$ cat src/rtl/y86_pkg.sv
// Shared Y86-64 definitions for the fetch slice: icodes, stat codes,
// register-none marker and the decode pipeline register layout.
package y86_pkg;

  localparam logic [3:0] IHALT   = 4'h0;
  localparam logic [3:0] INOP    = 4'h1;
  localparam logic [3:0] IRRMOVQ = 4'h2;
  localparam logic [3:0] IIRMOVQ = 4'h3;
  localparam logic [3:0] IRMMOVQ = 4'h4;
  localparam logic [3:0] IMRMOVQ = 4'h5;
  localparam logic [3:0] IOPQ    = 4'h6;
  localparam logic [3:0] IJXX    = 4'h7;
  localparam logic [3:0] ICALL   = 4'h8;
  localparam logic [3:0] IRET    = 4'h9;
  localparam logic [3:0] IPUSHQ  = 4'hA;
  localparam logic [3:0] IPOPQ   = 4'hB;

  localparam logic [3:0] RNONE   = 4'hF;

  typedef enum logic [2:0] {
    AOK = 3'd1,
    HLT = 3'd2,
    ADR = 3'd3,
    INS = 3'd4
  } stat_e;

  typedef enum logic {
    S_RUN,
    S_HALT
  } fetch_state_e;

  typedef struct packed {
    stat_e       stat;
    logic [3:0]  icode;
    logic [3:0]  ifun;
    logic [3:0]  rA;
    logic [3:0]  rB;
    logic [63:0] valC;
    logic [63:0] valP;
  } d_reg_t;

  localparam d_reg_t D_NOP = '{
    stat:  AOK,
    icode: INOP,
    ifun:  4'h0,
    rA:    RNONE,
    rB:    RNONE,
    valC:  64'h0,
    valP:  64'h0
  };

endpackage

$ cat src/rtl/fetch_split.sv
// Combinational instruction split: opcode fields, register ids,
// constant word and fall-through PC from the 10 fetched bytes.
module fetch_split
  import y86_pkg::*;
(
  input  logic [63:0] pc_i,
  input  logic [79:0] bytes_i,
  output logic [3:0]  icode_o,
  output logic [3:0]  ifun_o,
  output logic [3:0]  rA_o,
  output logic [3:0]  rB_o,
  output logic [63:0] valC_o,
  output logic [63:0] valP_o
);

  logic need_regids;
  logic need_valC;

  // Decode which optional instruction parts are present and extract them
  always_comb begin
    icode_o     = bytes_i[7:4];
    ifun_o      = bytes_i[3:0];
    need_regids = 1'b0;
    need_valC   = 1'b0;
    case (bytes_i[7:4])
      IRRMOVQ, IOPQ, IPUSHQ, IPOPQ: need_regids = 1'b1;
      IIRMOVQ, IRMMOVQ, IMRMOVQ: begin
        need_regids = 1'b1;
        need_valC   = 1'b1;
      end
      IJXX, ICALL: need_valC = 1'b1;
      default: ;
    endcase
    rA_o   = need_regids ? bytes_i[15:12] : RNONE;
    rB_o   = need_regids ? bytes_i[11:8]  : RNONE;
    valC_o = '0;
    if (need_valC) valC_o = need_regids ? bytes_i[79:16] : bytes_i[71:8];
    valP_o = pc_i + 64'd1 + {63'd0, need_regids} + {60'd0, need_valC, 3'd0};
  end

endmodule

$ cat src/rtl/fetch_stage.sv
// Y86-64 fetch stage: PC selection, predicted-PC register, decode pipeline
// register and RUN/HALT freeze. Define FETCH_IMEM_CHK_EN to turn imem_err
// into an ADR fetch status.
module fetch_stage
  import y86_pkg::*;
(
  input  logic        clk,
  input  logic        rst_n,
  input  logic        F_stall,
  input  logic        D_stall,
  input  logic        D_bubble,
  input  logic [3:0]  M_icode,
  input  logic        M_cnd,
  input  logic [63:0] M_valA,
  input  logic [3:0]  W_icode,
  input  logic [63:0] W_valM,
  output logic [63:0] imem_addr,
  input  logic [79:0] imem_rdata,
  input  logic        imem_err,
  output logic [63:0] F_predPC,
  output logic [2:0]  D_stat,
  output logic [3:0]  D_icode,
  output logic [3:0]  D_ifun,
  output logic [3:0]  D_rA,
  output logic [3:0]  D_rB,
  output logic [63:0] D_valC,
  output logic [63:0] D_valP,
  output logic        halted
);

  logic [63:0]  f_pc;
  logic [63:0]  predpc_q, predpc_d, f_predpc;
  logic [3:0]   s_icode, s_ifun, s_rA, s_rB;
  logic [63:0]  s_valC, s_valP;
  logic [3:0]   f_icode;
  stat_e        f_stat;
  d_reg_t       f_fields;
  d_reg_t       d_q, d_d;
  fetch_state_e state_q, state_d;

  // Select fetch address: mispredicted branch, then ret, then prediction
  always_comb begin
    if (M_icode == IJXX && !M_cnd) f_pc = M_valA;
    else if (W_icode == IRET)      f_pc = W_valM;
    else                           f_pc = predpc_q;
  end

  assign imem_addr = f_pc;

  fetch_split u_split (
    .pc_i    (f_pc),
    .bytes_i (imem_rdata),
    .icode_o (s_icode),
    .ifun_o  (s_ifun),
    .rA_o    (s_rA),
    .rB_o    (s_rB),
    .valC_o  (s_valC),
    .valP_o  (s_valP)
  );

`ifndef FETCH_IMEM_CHK_EN
  logic unused_imem_err;
  assign unused_imem_err = imem_err;
`endif

  // Fetch status, effective icode and next-PC prediction
  always_comb begin
    f_icode = s_icode;
    if (s_icode > IPOPQ)       f_stat = INS;
    else if (s_icode == IHALT) f_stat = HLT;
    else                       f_stat = AOK;
`ifdef FETCH_IMEM_CHK_EN
    if (imem_err) begin
      f_stat  = ADR;
      f_icode = INOP;
    end
`endif
    f_predpc = (f_icode == IJXX || f_icode == ICALL) ? s_valC : s_valP;
    f_fields = '{stat: f_stat, icode: f_icode, ifun: s_ifun, rA: s_rA,
                 rB: s_rB, valC: s_valC, valP: s_valP};
  end

  // FSM state register
  always_ff @(posedge clk or negedge rst_n) begin
    if (!rst_n) state_q <= S_RUN;
    else        state_q <= state_d;
  end

  // FSM next state: freeze once a non-AOK instruction enters decode
  always_comb begin
    state_d = state_q;
    if (state_q == S_RUN && f_stat != AOK && !D_bubble && !D_stall)
      state_d = S_HALT;
  end

  // FSM outputs
  always_comb begin
    halted = (state_q == S_HALT);
  end

  // Predicted-PC next value, held on stall or after halt
  always_comb begin
    predpc_d = predpc_q;
    if (!F_stall && !halted) predpc_d = f_predpc;
  end

  // Predicted-PC register
  always_ff @(posedge clk or negedge rst_n) begin
    if (!rst_n) predpc_q <= '0;
    else        predpc_q <= predpc_d;
  end

  // Decode register next value: bubble wins over stall, halt forces bubbles
  always_comb begin
    d_d = d_q;
    if (D_bubble || halted) d_d = D_NOP;
    else if (!D_stall)      d_d = f_fields;
  end

  // Decode register
  always_ff @(posedge clk or negedge rst_n) begin
    if (!rst_n) d_q <= D_NOP;
    else        d_q <= d_d;
  end

  assign F_predPC = predpc_q;
  assign D_stat   = d_q.stat;
  assign D_icode  = d_q.icode;
  assign D_ifun   = d_q.ifun;
  assign D_rA     = d_q.rA;
  assign D_rB     = d_q.rB;
  assign D_valC   = d_q.valC;
  assign D_valP   = d_q.valP;

endmodule

$ cat config.mk
export PLATFORM = sky130hd
export DESIGN_NAME = fetch_stage
export DESIGN_NICKNAME = d
export VERILOG_FILES = /design/src/rtl/y86_pkg.sv /design/src/rtl/fetch_split.sv /design/src/rtl/fetch_stage.sv
export SDC_FILE = /design/constraint.sdc
export NUM_CORES = 1
export LEC_CHECK = 0
export CORE_AREA = 3 3 192 194
export CTS_CLUSTER_DIAMETER = 80
export DETAILED_ROUTE_END_ITERATION = 8
export DIE_AREA = 0 0 195 197
export PLACE_DENSITY = 0.69
export SYNTH_ARGS = -nofsm -noshare
export SYNTH_HDL_FRONTEND = slang
export SYNTH_HIERARCHICAL = 1
export SYNTH_SLANG_ARGS = --single-unit
$ cat constraint.sdc
create_clock -name clk -period 6.05 [get_ports clk]
set_input_delay 1.21 -clock clk [delete_from_list [all_inputs] [get_ports clk]]
set_output_delay 1.21 -clock clk [all_outputs]
set_load 0.005 [all_outputs]
==> impl_metrics.toml, run 1 <==
[outcome]
outcome = "completed"

[finish]
final_cell_mix = "clkdlybuf4s50_1, nor2_1, dfrtp_1, nand2_1, mux2i_1"
n_antenna_cell = 0
drive_gt1_share_pct = 9.22
final_cell_area_um2 = 19200
finalNonFillerCells = 2348
final_common_cell = "clkdlybuf4s50_1"
n_fill_cell = 3258
fin_nets = 2096
synthToLayoutAreaGrowth_pct = 45.7

[synth]
synthesis.area_um2 = 13200
yosysSeqAreaShare_pct = 40.3
ys.flop_type = "dfrtp_1"
syn_avg_cell_area_um2 = 9.16
synth_compound_area_share_pct = 8.60
syn_inst = 1440
synthMuxAreaShare_pct = 22.1
synth_top_family_by_area = "multiplexers"
async_flop_share_pct = 100
ys_types = 52
yosysWarnings = 6
synthAdderAreaFrac_pct = 0.285
yosys.area_share.xor_xnor_pct = 4.12
synthesis.nets = 1666
ys_ff_latch = 212
synth-simple-area-share_pct = 19.1
synth_edf_count = 0

[timing]
rsz0062_at_grt = "no"
tns_ps = 0
fin_crit_ps = 4900
hold_viol_final = 0
skew_ps = 8.52
period_share_pct = 81.0
fmax_mhz = 204
maxSlewViolCount = 0
relSlewSlack_pct = 37.5
worst_pin_slew_ps = 937
setup_viol = 0

[drt]
drt_first_pass_iters = 7
wirelength_mm = 54.4
vias_per_cell = 5.48
drc = 0
drt_iter0_drc = 947
wl_per_cell_um = 23.2
ant_nets = 0
vias = 12900

[clock_network]
ctsHoldBuffers = 0
cts_tree = "yes"
h-tree-depth = 1
cts_resized = 0
cts_buffer_depth = 3
cts_buffers = 27
clk_latency_ps = 540
clockRootBuffer = "clkbuf_16"
cts_setup_buffers = 0
cts_sinks = 212
clkSlewWorstSetupHoldPaths_ps = 60

[grt]
grt_pass1_vias = 13000
grt_pass1_wl_mm = 82.2
antenna_found_initial = 0
grt_usage_pct = 27.2
grt_overflow_total = 0
grt_max_degree = 116

[setup_path]
crit_fanout = 35
crit_required_ps = 4840
start_kind = "input port"
worstPathArrival_ps = 3690
path_class = "input port to output pin"
cp-end-kind = "output pin"

[place]
placement.io_buffers = 497
place_area_um2 = 18300
hpwl_mm = 38.9
placed_cells = 2302
gp_congestion = 0.919

[floorplan]
io_pins = 499
row_count = 69
start_util_pct = 37.3
die_h_um = 197
die_area_um2 = 38400
die_x_um = 195
core-area_um2 = 35400

[power]
vdd_ir_drop_max_v = 0.000248
p_per_area_nw_per_um2 = 340
p_leak_uw = 0.00803

[run]
cap_violations = 0

[min_path]
hold_path.class = "register to register"
power breakdown:
| group | total, uW | internal, uW | leakage, uW | switching, uW |
|---|---|---|---|---|
| sequential | 1860 | 1640 | 0.00270 | 220 |
| clock | 1650 | 999 | 0.000440 | 648 |
| combinational | 3020 | 1570 | 0.00488 | 1440 |
cell families (layout without fill, tap and decap cells):
family	Yosys count	count (layout)
AND/OR/NAND/NOR	552	552
multiplexers	275	275
flip-flops	212	212
AO/OA/AOI/OAI	202	202
buffers and inverters	134	581
XOR/XNOR	62	62
adder cells (fa/ha/maj)	3	3
cells in the mapped netlist (2+ instances only):
cell type	instances	area, um^2
nor2_1	227	852
dfrtp_1	202	5050
nand2_1	165	619
mux2i_1	146	1460
nand3_1	88	440
mux2_2	69	777
a21oi_1	66	330
a31oi_1	64	400
mux2_1	60	676
o21ai_0	53	265
clkbuf_1	49	184
buf_2	35	175
xor2_1	35	307
xnor2_1	27	236
inv_1	16	60.1
nor3_1	14	70.1
nand4_1	13	81.3
o21ai_1	11	55.1
buf_4	10	75.1
dfstp_2	10	263
buf_6	9	101
nand2b_1	9	56.3
clkbuf_2	7	35.0
buf_8	6	90.1
nor4_1	5	31.3
nand3_2	4	40.0
a21o_1	3	22.5
ha_1	3	37.5
nor4_4	3	63.8
or2_2	3	18.8
and3_1	2	12.5
and4b_1	2	20.0
buf_1	2	7.51
nand4b_1	2	17.5
nor3_2	2	20.0
nor4_2	2	25.0
per-layer routing:
metal  vias up  track usage, %  part of all wire [%]
li1       5856               -                     -
met1      6297            37.3                    42
met2       613            44.2                    47
met3       108            4.60                   8.0
met4         0            9.06                   3.7
met5         -               0                     0
cell type report:
type | count | area [um^2] | area share [%]
inverters | 16 | 60.1 | 0.313
flip-flops and latches | 212 | 5320 | 27.7
well taps | 461 | 577 | 3.00
clock buffers | 36 | 759 | 3.95
multi-input cells | 1094 | 7170 | 37.3
repair buffers | 519 | 5200 | 27.1
clock inverters | 10 | 131 | 0.684
worst paths after layout:
| path | startpoint | endpoint | slack (ps) | depth (start not counted) |
|---|---|---|---|---|
| setup / recovery | M_icode[2] | imem_addr[34] | 1150 | 6 |
| hold reg to reg | D_valP[31] | D_valP[31] | 520 | 2 |
| hold / removal | D_valP[31] | D_valP[31] | 520 | 2 |
| setup reg to reg | F_predPC[3] | F_predPC[56] | 2530 | 11 |
| min in group asynchronous | rst_n | F_predPC[18] | 700 | 1 |
| max in group asynchronous | rst_n | D_valC[21] | 4130 | 2 |
critical path, cell delays in order:
cell	delay, ps
clkdlybuf4s50_1	520
nor4bb_1	490
nand2_4	140
buf_4	300
mux2_2	390
clkdlybuf4s50_1	570
registers in the layout, summed over array words and instances, names as in the netlist:
register / cells
D_valC: 64
D_valP: 64
F_predPC: 64
D_icode: 4
D_ifun: 4
D_rA: 4
D_rB: 4
D_stat: 3
halted: 1
through the flow:
stage	utilization, %	setup slack [ps]	hold WS (ps)	power [uW]
5_1_grt	54.3	1020	540	6870
3_3_place_gp	51.8	733	494	4820
2_1_floorplan	-	1790	496	3350
4_1_cts	54.3	1140	521	6550
3_5_place_dp	51.8	700	511	4870
6_report	54.3	1150	519	6530
Power figures use the tool's default switching activity.
==> run 2, diff against run 1 <==
==> constraint.sdc (replaced) <==
create_clock -name clk -period 5.1 [get_ports clk]
set_input_delay 1.02 -clock clk [delete_from_list [all_inputs] [get_ports clk]]
set_output_delay 1.02 -clock clk [all_outputs]
set_load 0.005 [all_outputs]
==> run 2 against run 1 <==
  * First-iteration DRC count grew 4.8%
  * Global-route usage grew 0.20 points
  * Critical endpoint unchanged
  * Cell count grew 0.30%
  * Via count grew 0.56%
  * Worst setup slack lost 560 ps
  * Clock power grew 16%
==> impl_metrics.toml, run 2 (synthesis gave the netlist of run 1 again) <==
[clock_network]
clk_latency_ps = 540
cts_tree = "yes"
cts_resized = 0
cts_sinks = 212
cts_setup_buffers = 0
h-tree-depth = 1
ctsHoldBuffers = 0
clockRootBuffer = "clkbuf_16"
clkSlewWorstSetupHoldPaths_ps = 50
cts_buffer_depth = 3
cts_buffers = 27

[finish]
final_common_cell = "clkdlybuf4s50_1"
final_cell_area_um2 = 19300
fin_nets = 2103
synthToLayoutAreaGrowth_pct = 46.2
regArea_um2 = 5320
final_cell_mix = "clkdlybuf4s50_1, nor2_1, dfrtp_1, nand2_1, mux2i_1"
n_antenna_cell = 0
final_util_pct = 54.5
n_fill_cell = 3226
drive_gt1_share_pct = 9.45
multi_input_area_um2 = 7170

[setup_path]
worstPathArrival_ps = 3490
crit_required_ps = 4080
worstReg2RegStart = "F_predPC[3]"
cp-end-kind = "output pin"
critPathMostFrequentCell = "clkdlybuf4s50_1"
start_kind = "input port"
cpMaxStageDelayCell = "clkdlybuf4s50_1"
reg2reg_setup_slack_ps = 1700
r2r-end = "F_predPC[63]"
path_cells = "clkdlybuf4s50_1 -> nor4bb_1 -> nand2_4 -> buf_4 -> mux2_2 -> clkdlybuf4s50_1"
reg2regPathDepth = 10
crit_fanout = 35
path_class = "input port to output pin"
slowest_delay_ps = 580

[grt]
grt_max_degree = 99
grt_pass1_vias = 13200
grt_overflow_total = 0
grt_usage_pct = 27.4
antenna_found_initial = 0
grt_pass1_wl_mm = 83.0

[drt]
drt_iter0_drc = 992
wl_per_cell_um = 23.3
ant_nets = 0
drc = 0
wirelength_mm = 54.8
drt_first_pass_iters = 5
vias_per_cell = 5.50
vias = 12900

[min_path]
hold_path.class = "input port to asynchronous set/reset pin"

[floorplan]
die_x_um = 195
die_area_um2 = 38400
row_count = 69
io_pins = 499
die_h_um = 197
core-area_um2 = 35400
start_util_pct = 37.3

[power]
p_total_uw = 7740
p_leak_uw = 0.00806
p_per_area_nw_per_um2 = 401
vdd_ir_drop_max_v = 0.000249

[timing]
tns_ps = 0
worst_pin_slew_ps = 1100
skew_ps = 18.7
relSlewSlack_pct = 26.4
maxSlewViolCount = 0
rsz0062_at_grt = "no"
setup_viol = 0
fmax_mhz = 222
hold_viol_final = 0
period_share_pct = 88.5
fin_crit_ps = 4510

[place]
placement.io_buffers = 497
place_area_um2 = 18400
gp_congestion = 0.925
hpwl_mm = 39.5

[run]
cap_violations = 0

[outcome]
outcome = "completed"
==> run 2: worst max path at each step <==
stage / start / endpoint / slack (ps) / cells past startpoint
final: M_icode[2] / imem_addr[34] / 590 / 6
after global routing: M_icode[2] / F_predPC[54] / 430 / 13
after CTS: M_icode[2] / imem_addr[34] / 600 / 6
after detailed placement: M_icode[2] / F_predPC[56] / 80 / 13
after global placement: M_icode[2] / F_predPC[56] / 160 / 13
after floorplan: W_icode[2] / F_predPC[31] / 1030 / 13
==> run 2: layer usage <==
metal / track usage [%] / wire (um) / up-vias
li1: - / - / 5856
met1: 37.0 / 22500 / 6371
met2: 44.5 / 25600 / 622
met3: 5.64 / 4630 / 97
met4: 8.98 / 2020 / 0
met5: 0 / 0 / -
==> run 2: power by group <==
part	total [uW]	switching, uW	leakage [uW]	internal (uW)
clock network	1910	748	0.000431	1170
logic	3620	1730	0.00493	1890
registers	2210	267	0.00270	1940
total	7740	2740	0.00806	5000
==> run 2: metrics by stage <==
step / hold slack, ps / setup slack, ps / cells
after global routing: 542 / 425 / 2355
after detailed placement: 511 / 77.9 / 2309
after floorplan: 496 / 1030 / 1440
after CTS: 514 / 598 / 2355
final: 466 / 586 / 2355
after global placement: 498 / 161 / 2309
==> run 2: critical path: cells and delay by family <==
kind / cells / cell delay [ps]
buffers and inverters: 3 / 1400
and+or+nand+nor: 2 / 640
muxes: 1 / 400
==> run 2: cell type report <==
cell class,count,share of cell area (%)
Tap cell,461,2.99
Inverter,16,0.311
Timing Repair Buffer,526,27.4
Sequential cell,212,27.6
Clock inverter,6,0.448
Clock buffer,40,4.12
Multi-Input combinational cell,1094,37.2
